[config.mk]
export PLATFORM = sky130hd
export DESIGN_NAME = uart_rx_param
export DESIGN_NICKNAME = d
export VERILOG_FILES = /design/src/rtl/uart_rx_param.sv
export SDC_FILE = /design/constraint.sdc
export NUM_CORES = 1
export LEC_CHECK = 0
export ABC_AREA = 1
export CAP_MARGIN = 20
export CORE_ASPECT_RATIO = 0.5
export CORE_MARGIN = 1.5
export CORE_UTILIZATION = 59
export CTS_CLUSTER_DIAMETER = 50
export DETAILED_ROUTE_END_ITERATION = 12
export GPL_ROUTABILITY_DRIVEN = 1
export PLACE_DENSITY = 0.8
export SLEW_MARGIN = 5
export SYNTH_ARGS = -nofsm -noshare
export SYNTH_HDL_FRONTEND = slang
export SYNTH_SLANG_ARGS = --single-unit
[constraint.sdc]
create_clock -name clock -period 2.1 [get_ports clock]
set_clock_uncertainty 0.05 [all_clocks]
set_input_delay 0.42 -clock clock [delete_from_list [all_inputs] [get_ports clock]]
set_output_delay 0.42 -clock clock [all_outputs]
set_load 0.01 [all_outputs]
[src/rtl/uart_rx_param.sv]
// Parametrised UART receiver: 2-flop input synchroniser, mid-bit sampling FSM
// with false-start rejection, optional even/odd parity, 1 or 2 stop bits.
// Latency: rx_valid pulses the cycle after the final stop-bit sample.
// There is no backpressure: the consumer must capture outputs on rx_valid.
//
// Ports:
//   clock        - single clock for all logic
//   reset_n      - asynchronous active-low reset
//   rx_in        - asynchronous serial line, idles high
//   rx_data      - last received data word, bit 0 = first bit on the line
//   rx_valid     - one-cycle pulse per completed frame (errored frames too)
//   parity_error - parity flag of the last frame (0 when parity disabled)
//   frame_error  - a stop bit of the last frame was sampled low
//   busy         - FSM is outside IDLE
module uart_rx_param #(
  parameter int CLKS_PER_BIT = 434,
  parameter int DATA_BITS    = 8,
  parameter int PARITY_MODE  = 1,
  parameter int STOP_BITS    = 1
) (
  input  logic                 clock,
  input  logic                 reset_n,
  input  logic                 rx_in,
  output logic [DATA_BITS-1:0] rx_data,
  output logic                 rx_valid,
  output logic                 parity_error,
  output logic                 frame_error,
  output logic                 busy
);

  // Elaboration-time rejection of unsupported parameter values.
  if (CLKS_PER_BIT < 4) begin : g_bad_clks
    $error("uart_rx_param: CLKS_PER_BIT must be >= 4");
  end
  if (DATA_BITS < 5 || DATA_BITS > 9) begin : g_bad_data
    $error("uart_rx_param: DATA_BITS must be 5..9");
  end
  if (PARITY_MODE < 0 || PARITY_MODE > 2) begin : g_bad_parity
    $error("uart_rx_param: PARITY_MODE must be 0, 1 or 2");
  end
  if (STOP_BITS < 1 || STOP_BITS > 2) begin : g_bad_stop
    $error("uart_rx_param: STOP_BITS must be 1 or 2");
  end

  localparam int HALF  = CLKS_PER_BIT / 2;
  localparam int CNT_W = $clog2(CLKS_PER_BIT);
  localparam int IDX_W = $clog2(DATA_BITS);

  localparam logic [CNT_W-1:0] CNT_LAST  = CNT_W'(CLKS_PER_BIT - 1);
  localparam logic [CNT_W-1:0] HALF_LAST = CNT_W'(HALF - 1);
  localparam logic [IDX_W-1:0] IDX_LAST  = IDX_W'(DATA_BITS - 1);
  // Index of the last stop bit: 0 for one stop bit, 1 for two.
  localparam logic             STOP_LAST = (STOP_BITS == 2);

  typedef enum logic [2:0] {
    S_IDLE     = 3'd0,
    S_START    = 3'd1,
    S_DATA     = 3'd2,
    S_PARITY   = 3'd3,
    S_STOP     = 3'd4,
    S_BRK_WAIT = 3'd5
  } state_t;

  // ---------------------------------------------------------------------------
  // Synchroniser. Both flops reset high so a reset never looks like a start bit.
  // ---------------------------------------------------------------------------
  logic sync1_q;
  logic rx_s_q;

  always_ff @(posedge clock or negedge reset_n) begin
    if (!reset_n) begin
      sync1_q <= 1'b1;
      rx_s_q  <= 1'b1;
    end else begin
      sync1_q <= rx_in;
      rx_s_q  <= sync1_q;
    end
  end

  // ---------------------------------------------------------------------------
  // FSM and datapath state
  // ---------------------------------------------------------------------------
  state_t               state_q, state_d;
  logic [CNT_W-1:0]     cnt_q, cnt_d;
  logic [IDX_W-1:0]     idx_q, idx_d;
  logic                 stop_idx_q, stop_idx_d;
  logic [DATA_BITS-1:0] shift_q, shift_d;
  logic                 perr_q, perr_d;        // parity flag of frame in flight
  logic                 ferr_q, ferr_d;        // framing flag of frame in flight
  logic [DATA_BITS-1:0] rx_data_q, rx_data_d;
  logic                 rx_valid_q, rx_valid_d;
  logic                 parity_error_q, parity_error_d;
  logic                 frame_error_q, frame_error_d;

  logic                 bit_end;
  logic                 exp_par;
  logic                 fe_now;

  assign bit_end = (cnt_q == CNT_LAST);
  // Expected parity bit: even mode sends XOR of data, odd mode its inverse.
  assign exp_par = (PARITY_MODE == 2) ? ~(^shift_q) : (^shift_q);

  always_comb begin
    state_d        = state_q;
    cnt_d          = cnt_q;
    idx_d          = idx_q;
    stop_idx_d     = stop_idx_q;
    shift_d        = shift_q;
    perr_d         = perr_q;
    ferr_d         = ferr_q;
    rx_data_d      = rx_data_q;
    rx_valid_d     = 1'b0;
    parity_error_d = parity_error_q;
    frame_error_d  = frame_error_q;
    fe_now         = ferr_q | ~rx_s_q;

    case (state_q)
      S_IDLE: begin
        if (!rx_s_q) begin
          state_d = S_START;
          cnt_d   = '0;
        end
      end

      S_START: begin
        if (cnt_q == HALF_LAST) begin
          if (!rx_s_q) begin
            // Genuine start bit at its midpoint: arm a fresh frame.
            state_d    = S_DATA;
            cnt_d      = '0;
            idx_d      = '0;
            stop_idx_d = 1'b0;
            shift_d    = '0;
            perr_d     = 1'b0;
            ferr_d     = 1'b0;
          end else begin
            // Line went back high before mid-start: a glitch, drop silently.
            state_d = S_IDLE;
          end
        end else begin
          cnt_d = cnt_q + CNT_W'(1);
        end
      end

      S_DATA: begin
        if (bit_end) begin
          cnt_d          = '0;
          shift_d[idx_q] = rx_s_q;
          if (idx_q == IDX_LAST) begin
            state_d = (PARITY_MODE != 0) ? S_PARITY : S_STOP;
          end else begin
            idx_d = idx_q + IDX_W'(1);
          end
        end else begin
          cnt_d = cnt_q + CNT_W'(1);
        end
      end

      S_PARITY: begin
        if (bit_end) begin
          cnt_d   = '0;
          perr_d  = rx_s_q ^ exp_par;
          state_d = S_STOP;
        end else begin
          cnt_d = cnt_q + CNT_W'(1);
        end
      end

      S_STOP: begin
        if (bit_end) begin
          cnt_d  = '0;
          ferr_d = fe_now;
          if (stop_idx_q == STOP_LAST) begin
            // Final stop sample: publish the frame, errored or not.
            rx_data_d      = shift_q;
            parity_error_d = perr_q;
            frame_error_d  = fe_now;
            rx_valid_d     = 1'b1;
            // A low stop means a break or stuck line; wait for it to release
            // so the low level is not mistaken for the next start bit.
            state_d        = fe_now ? S_BRK_WAIT : S_IDLE;
          end else begin
            stop_idx_d = 1'b1;
          end
        end else begin
          cnt_d = cnt_q + CNT_W'(1);
        end
      end

      S_BRK_WAIT: begin
        if (rx_s_q) begin
          state_d = S_IDLE;
        end
      end

      default: begin
        state_d = S_IDLE;
      end
    endcase
  end

  always_ff @(posedge clock or negedge reset_n) begin
    if (!reset_n) begin
      state_q        <= S_IDLE;
      cnt_q          <= '0;
      idx_q          <= '0;
      stop_idx_q     <= 1'b0;
      shift_q        <= '0;
      perr_q         <= 1'b0;
      ferr_q         <= 1'b0;
      rx_data_q      <= '0;
      rx_valid_q     <= 1'b0;
      parity_error_q <= 1'b0;
      frame_error_q  <= 1'b0;
    end else begin
      state_q        <= state_d;
      cnt_q          <= cnt_d;
      idx_q          <= idx_d;
      stop_idx_q     <= stop_idx_d;
      shift_q        <= shift_d;
      perr_q         <= perr_d;
      ferr_q         <= ferr_d;
      rx_data_q      <= rx_data_d;
      rx_valid_q     <= rx_valid_d;
      parity_error_q <= parity_error_d;
      frame_error_q  <= frame_error_d;
    end
  end

  assign rx_data      = rx_data_q;
  assign rx_valid     = rx_valid_q;
  assign parity_error = parity_error_q;
  assign frame_error  = frame_error_q;
  assign busy         = (state_q != S_IDLE);

endmodule

Word-level counts from Yosys, hierarchy flattened
Index checks and enable logic that the tools add are counted.
{"block": "totals", "reg_bits": 39, "inputBits": 3, "out_inout_bits": 12, "elab_cells": 93}
{"block": "classes", "add_sub_neg": 2, "magnitude_cmp": 2, "eq_ne": 18, "mux": 39, "bitwise_logic": 4, "reduce_logical": 15}
{"cell": "3-bit 2-to-1 mux", "n": 13}
{"cell": "9-bit 2-to-1 mux", "n": 3}
{"cell": "9-bit one-hot mux with 3 select lines", "n": 1}
{"cell": "8-bit 2-to-1 mux", "n": 3}
{"cell": "2-bit != test (second input constant)", "n": 10}
{"cell": "3-bit one-hot mux with 6 select lines", "n": 1}
{"cell": "8-bit one-hot mux with 2 select lines", "n": 1}
{"cell": "4-bit AND reduction", "n": 3}
{"cell": "1-bit 2-to-1 mux", "n": 10}
{"cell": "9-bit by 1-bit adder with 9-bit output (second input constant)", "n": 1}
{"cell": "3-bit equality test (second input constant)", "n": 3}
{"cell": "9-bit by 8-bit equality test with 1-bit output (second input constant)", "n": 1}
{"cell": "9-bit equality test (second input constant)", "n": 1}
{"cell": "8-bit bitwise mux", "n": 1}
{"cell": "8-bit AND reduction", "n": 1}
{"cell": "8-bit XOR reduction", "n": 1}
{"cell": "3-bit by 2-bit equality test with 1-bit output (second input constant)", "n": 2}
{"cell": "1-bit one-hot mux with 2 select lines", "n": 3}
{"cell": "3-bit one-hot mux with 2 select lines", "n": 1}
{"cell": "2-bit nonzero test", "n": 3}
{"cell": "3-bit nonzero test", "n": 2}
{"cell": "5-bit AND reduction", "n": 1}
{"cell": "3-bit by 4-bit < comparator with 1-bit output (second input constant)", "n": 1}
{"cell": "3-bit by 1-bit adder with 3-bit output (second input constant)", "n": 1}
{"cell": "other kinds (11)", "n": 12}

Longest topological paths before layout
{"block": "logic_depth", "ltp_word": 7, "mapped_depth": 12, "depth_no_buf": 12}

Least setup slack after synthesis
OpenSTA, ideal clock, no wires.
{"block": "synth_path", "kind": "register to register", "startpoint": "reg cnt_q[1]", "endpoint": "reg cnt_q[6]", "setup_time_ns": 0.113, "arrival_ns": 1.376, "required_time_ns": 1.937, "path_slack_ns": 0.561, "path_stages_with_launch": 13, "n_path_buf": 1, "period_less_slack_ns": 1.539, "cell_sequence": "dfrtp_1 inv_1 ha_1 nand2_1 nor2_1 nand2_1 nand2_1 nand3_2 buf_4 nand2_1 nand2_1 nand2_1 inv_1"}
{"block": "synth_between", "elab_chain_len": 3, "elab_cells_between_ends": 6, "cone_classes": "add/sub: 1; eq/ne: 2; mux: 3"}
{"element": "start, declared", "line_no": "84", "rtl": "logic [CNT_W-1:0] cnt_q, cnt_d;"}
{"element": "start signal, assigned", "line_no": "217", "rtl": "cnt_q <= cnt_d;"}
{"element": "9-bit by 1-bit adder with 9-bit output (tied with other cells)"}
{"element": "9-bit 2-to-1 mux (on tied branches)"}
{"element": "9-bit one-hot mux with 3 select lines (*)", "line_no": "117", "rtl": "case (state_q)"}
Every way passes the cells marked *; elsewhere a longest branch is shown, timed or not.
A chain may end at the register's enable or synchronous reset.

Final worst setup path
{"block": "layout_path", "startpoint": "reg state_q[1]", "endpoint": "out busy"}
{"block": "layout_between", "elab_chain_len": 1}
{"element": "start, declared", "line_no": "83", "rtl": "state_t state_q, state_d;"}
{"element": "start signal, assigned", "line_no": "216", "rtl": "state_q <= state_d;"}
{"element": "3-bit nonzero test", "line_no": "234", "rtl": "assign busy = (state_q != S_IDLE);"}
{"element": "end, declared", "line_no": "28", "rtl": "output logic busy"}
No other way between the ends.

==> results <==
## timing repair
item,4_1_cts,5_1_grt
endpoints found under the setup margin,1,0
hold endpoints to repair,0,0
resized for setup,4,0
hold buffers,0,0
## cells in the mapped netlist, drive strengths merged
library cell    n
a21oi           7
buf             2
dfrtp          36
dfstp           2
ha              5
inv            44
nand2         149
nand3          10
nand4           3
nor2           25
nor3            9
o211ai          1
o21ai          20
o2bb2ai         1
or2             8
xor2            2
## critical path, stage by stage (launching register included)
cell	delay, ps
sky130_fd_sc_hd__dfrtp_2	460
sky130_fd_sc_hd__nor2_2	150
sky130_fd_sc_hd__inv_1	60
sky130_fd_sc_hd__nor2_1	130
sky130_fd_sc_hd__inv_1	50
sky130_fd_sc_hd__dlygate4sd2_1	280
## routing by layer
metal | vias to the layer above | wire length [µm] | part of all wire [%]
met1 | 901 | 2050 | 48
met2 | 33 | 2030 | 47
li1 | 1032 | - | -
met3 | 9 | 168 | 3.9
met5 | - | 0 | 0
met4 | 0 | 50 | 1.2
## kinds of logic (layout without fill, tap and decap cells)
kind of cell	after synthesis	in the layout	synth area share, %
buf+inv	46	66	8.20
compound gates	29	29	6.75
xor+xnor	2	2	0.781
simple gates	204	204	39.0
flops	38	38	42.5
fa+ha+maj	5	5	2.79
## final cells by class
cell class	instances	area share (%)
clock buffers	6	3.28
clock inverters	2	0.496
inverters	44	6.55
multi-input cells	240	43.9
flip-flops and latches	38	37.9
well taps	51	2.53
repair buffers	14	5.31
## worst max-delay path by stage
stage | start | endpoint | slack, ps | cells past startpoint
after floorplan | cnt_q[1] | cnt_q[6] | 560 | 12
after global placement | state_q[0] | busy | 310 | 5
after detailed placement | state_q[0] | busy | 260 | 5
after CTS | state_q[1] | busy | 200 | 5
after global routing | state_q[0] | busy | 120 | 5
final | state_q[1] | busy | 200 | 5
## registers in the layout, indices dropped and copies added, names as in the netlist, 3 cells and up
name / count
rx_data: 8
idx_q: 3
shift_q: 8
cnt_q: 9
state_q: 3
## power by group through the flow
stage / Sequential (µW) / Combinational (µW) / Clock (µW)
after detailed placement: 751 / 24.1 / 0
after floorplan: 750 / 5.92 / 0
final: 737 / 22.9 / 516
after CTS: 737 / 24.3 / 534
after global routing: 737 / 27.1 / 560
after global placement: 751 / 23.5 / 0
## metrics by stage
stage          setup WS [ps]  hold slack (ps)  area, µm²  power, µW
5_1_grt                  117              244       2520       1320
6_report                 200              176       2520       1280
2_1_floorplan            561             74.4       2240        756
4_1_cts                  201              204       2520       1290
3_5_place_dp             255              300       2420        775
3_3_place_gp             313              297       2420        775
==> reports/metrics.yaml <==
clock_power_share_pct: 40.4
sequentialPowerShare_pct: 57.8
finalHoldViolations: 0
finish.cell_count_without_fillers: 395
post-route-util_pct: 71.5
nNetsFinal: 351
grt_antenna_before_repair: 0
grt_pass1_wl_um: 7090
tritoncts: "done"
ff_latch_area_um2: 956
end_kind: "output pin"
period_needed_ps: 1900
cts_buffers: 5
transition_time_at_the_pin_with_the_least_slew_margin_ps: 827
detailroute.via_count: 1975
cts_max_level: 2
reg2reg_to: "cnt_q[4]"
die_h_um: 46.6
synth_top_cell_area_share_pct: 40.2
synth_area_leader: "sky130_fd_sc_hd__dfrtp_1"
first_global_vias: 1738
firstDrtPassIters: 4
power_density_over_the_cells_nw_per_um2: 506
antenna_violating_nets_post_route: 0
core_area_um2: 3530
worst_setup_path_start_kind: "flip-flop"
fin_setup_tns_ps: 0
number_of_instances_in_the_placed_design: 387
post_drt_via_cell_ratio: 5.00
finalSetupViolations: 0
postCtsSetupRepairBufs: 0
grt_util_met3_pct: 5.45
slew_headroom_pct: 44.9
regToRegStartpoint: "cnt_q[0]"
post_synth_instance_area_um2: 2240
synth_cell_type_count: 26
grt.overflow.total: 0
clockRootBuffer: "sky130_fd_sc_hd__clkbuf_8"
run_status: "finished, final reports clean"
power.combinational.fraction_pct: 1.8
grt_start_max_net_pins: 39
critical_path_arrival_ps: 1430
timing.max_cap.violations: 0
area_delta_synth_final_pct: 12.4
synth_seq_cells: 38
hp-class: "input pin to async pin"
netlist_instances: 324
num_io_pins: 15
synth_nets: 332
synthesis.area_per_instance_um2: 6.92
start_util_pct: 63.5
slew_viol_final: 0
p_int_uw: 1000
worstRegToRegCells: 9
filler_cell_count: 295
layout_commonest_cell: "sky130_fd_sc_hd__nand2_1"
die_width_um: 90.2
multi_input_comb_area_um2: 1110
p_sw_share_pct: 21.4
routed_wire_length_per_instance_um: 10.9
placement.io_buffers: 14
met1_routing_resource_usage_after_global_routing_pct: 25.3
design.die.area_um2: 4200
setup_repair_after_global_routing_missed_its_margin: "false"
synth.top_cells.by_area: "sky130_fd_sc_hd__dfrtp_1, sky130_fd_sc_hd__nand2_1, sky130_fd_sc_hd__inv_1"
timing.fmax_ghz: 0.526
worstPathRequired_ps: 1630
gr-usage-all-layers_pct: 22.0
yosysSeqAreaShare_pct: 42.5
cts_sinks: 38
cts.path.max_buffers: 2
yosys_warnings: 0
rows: 15
timing.reg2reg.setup_slack_ps: 290
power.static_leakage_uw: 0.00132
worst-path-max-fanout: 7
detail_route.drc_violations: 0
gr-max-usage-layer: "met2"
num_antenna_cells: 0
dr.first_iter.drc_count: 93
detail_route.wirelength_um: 4300
switching_power_uw: 273
detailedPlacementHpwl_um: 3270
grt.met2_usage_pct: 41.5
timing.setup.critical_path_class: "flip-flop to output pin"
globalplace.congestion: 0.905
final.period_utilization_pct: 90.5
layout.cells.most_common_list: "sky130_fd_sc_hd__nand2_1, sky130_fd_sc_hd__inv_1, sky130_fd_sc_hd__dfrtp_1"
drive_above_1_share_pct: 9.01
vdd.ir_drop.worst_uv: 253
clock_network_latency_to_the_later_pin_of_the_worst_skew_pair_ps: 290
cts.clk_slew.worst_paths_ps: 70
No activity file was read; power rests on OpenSTA's default activity.
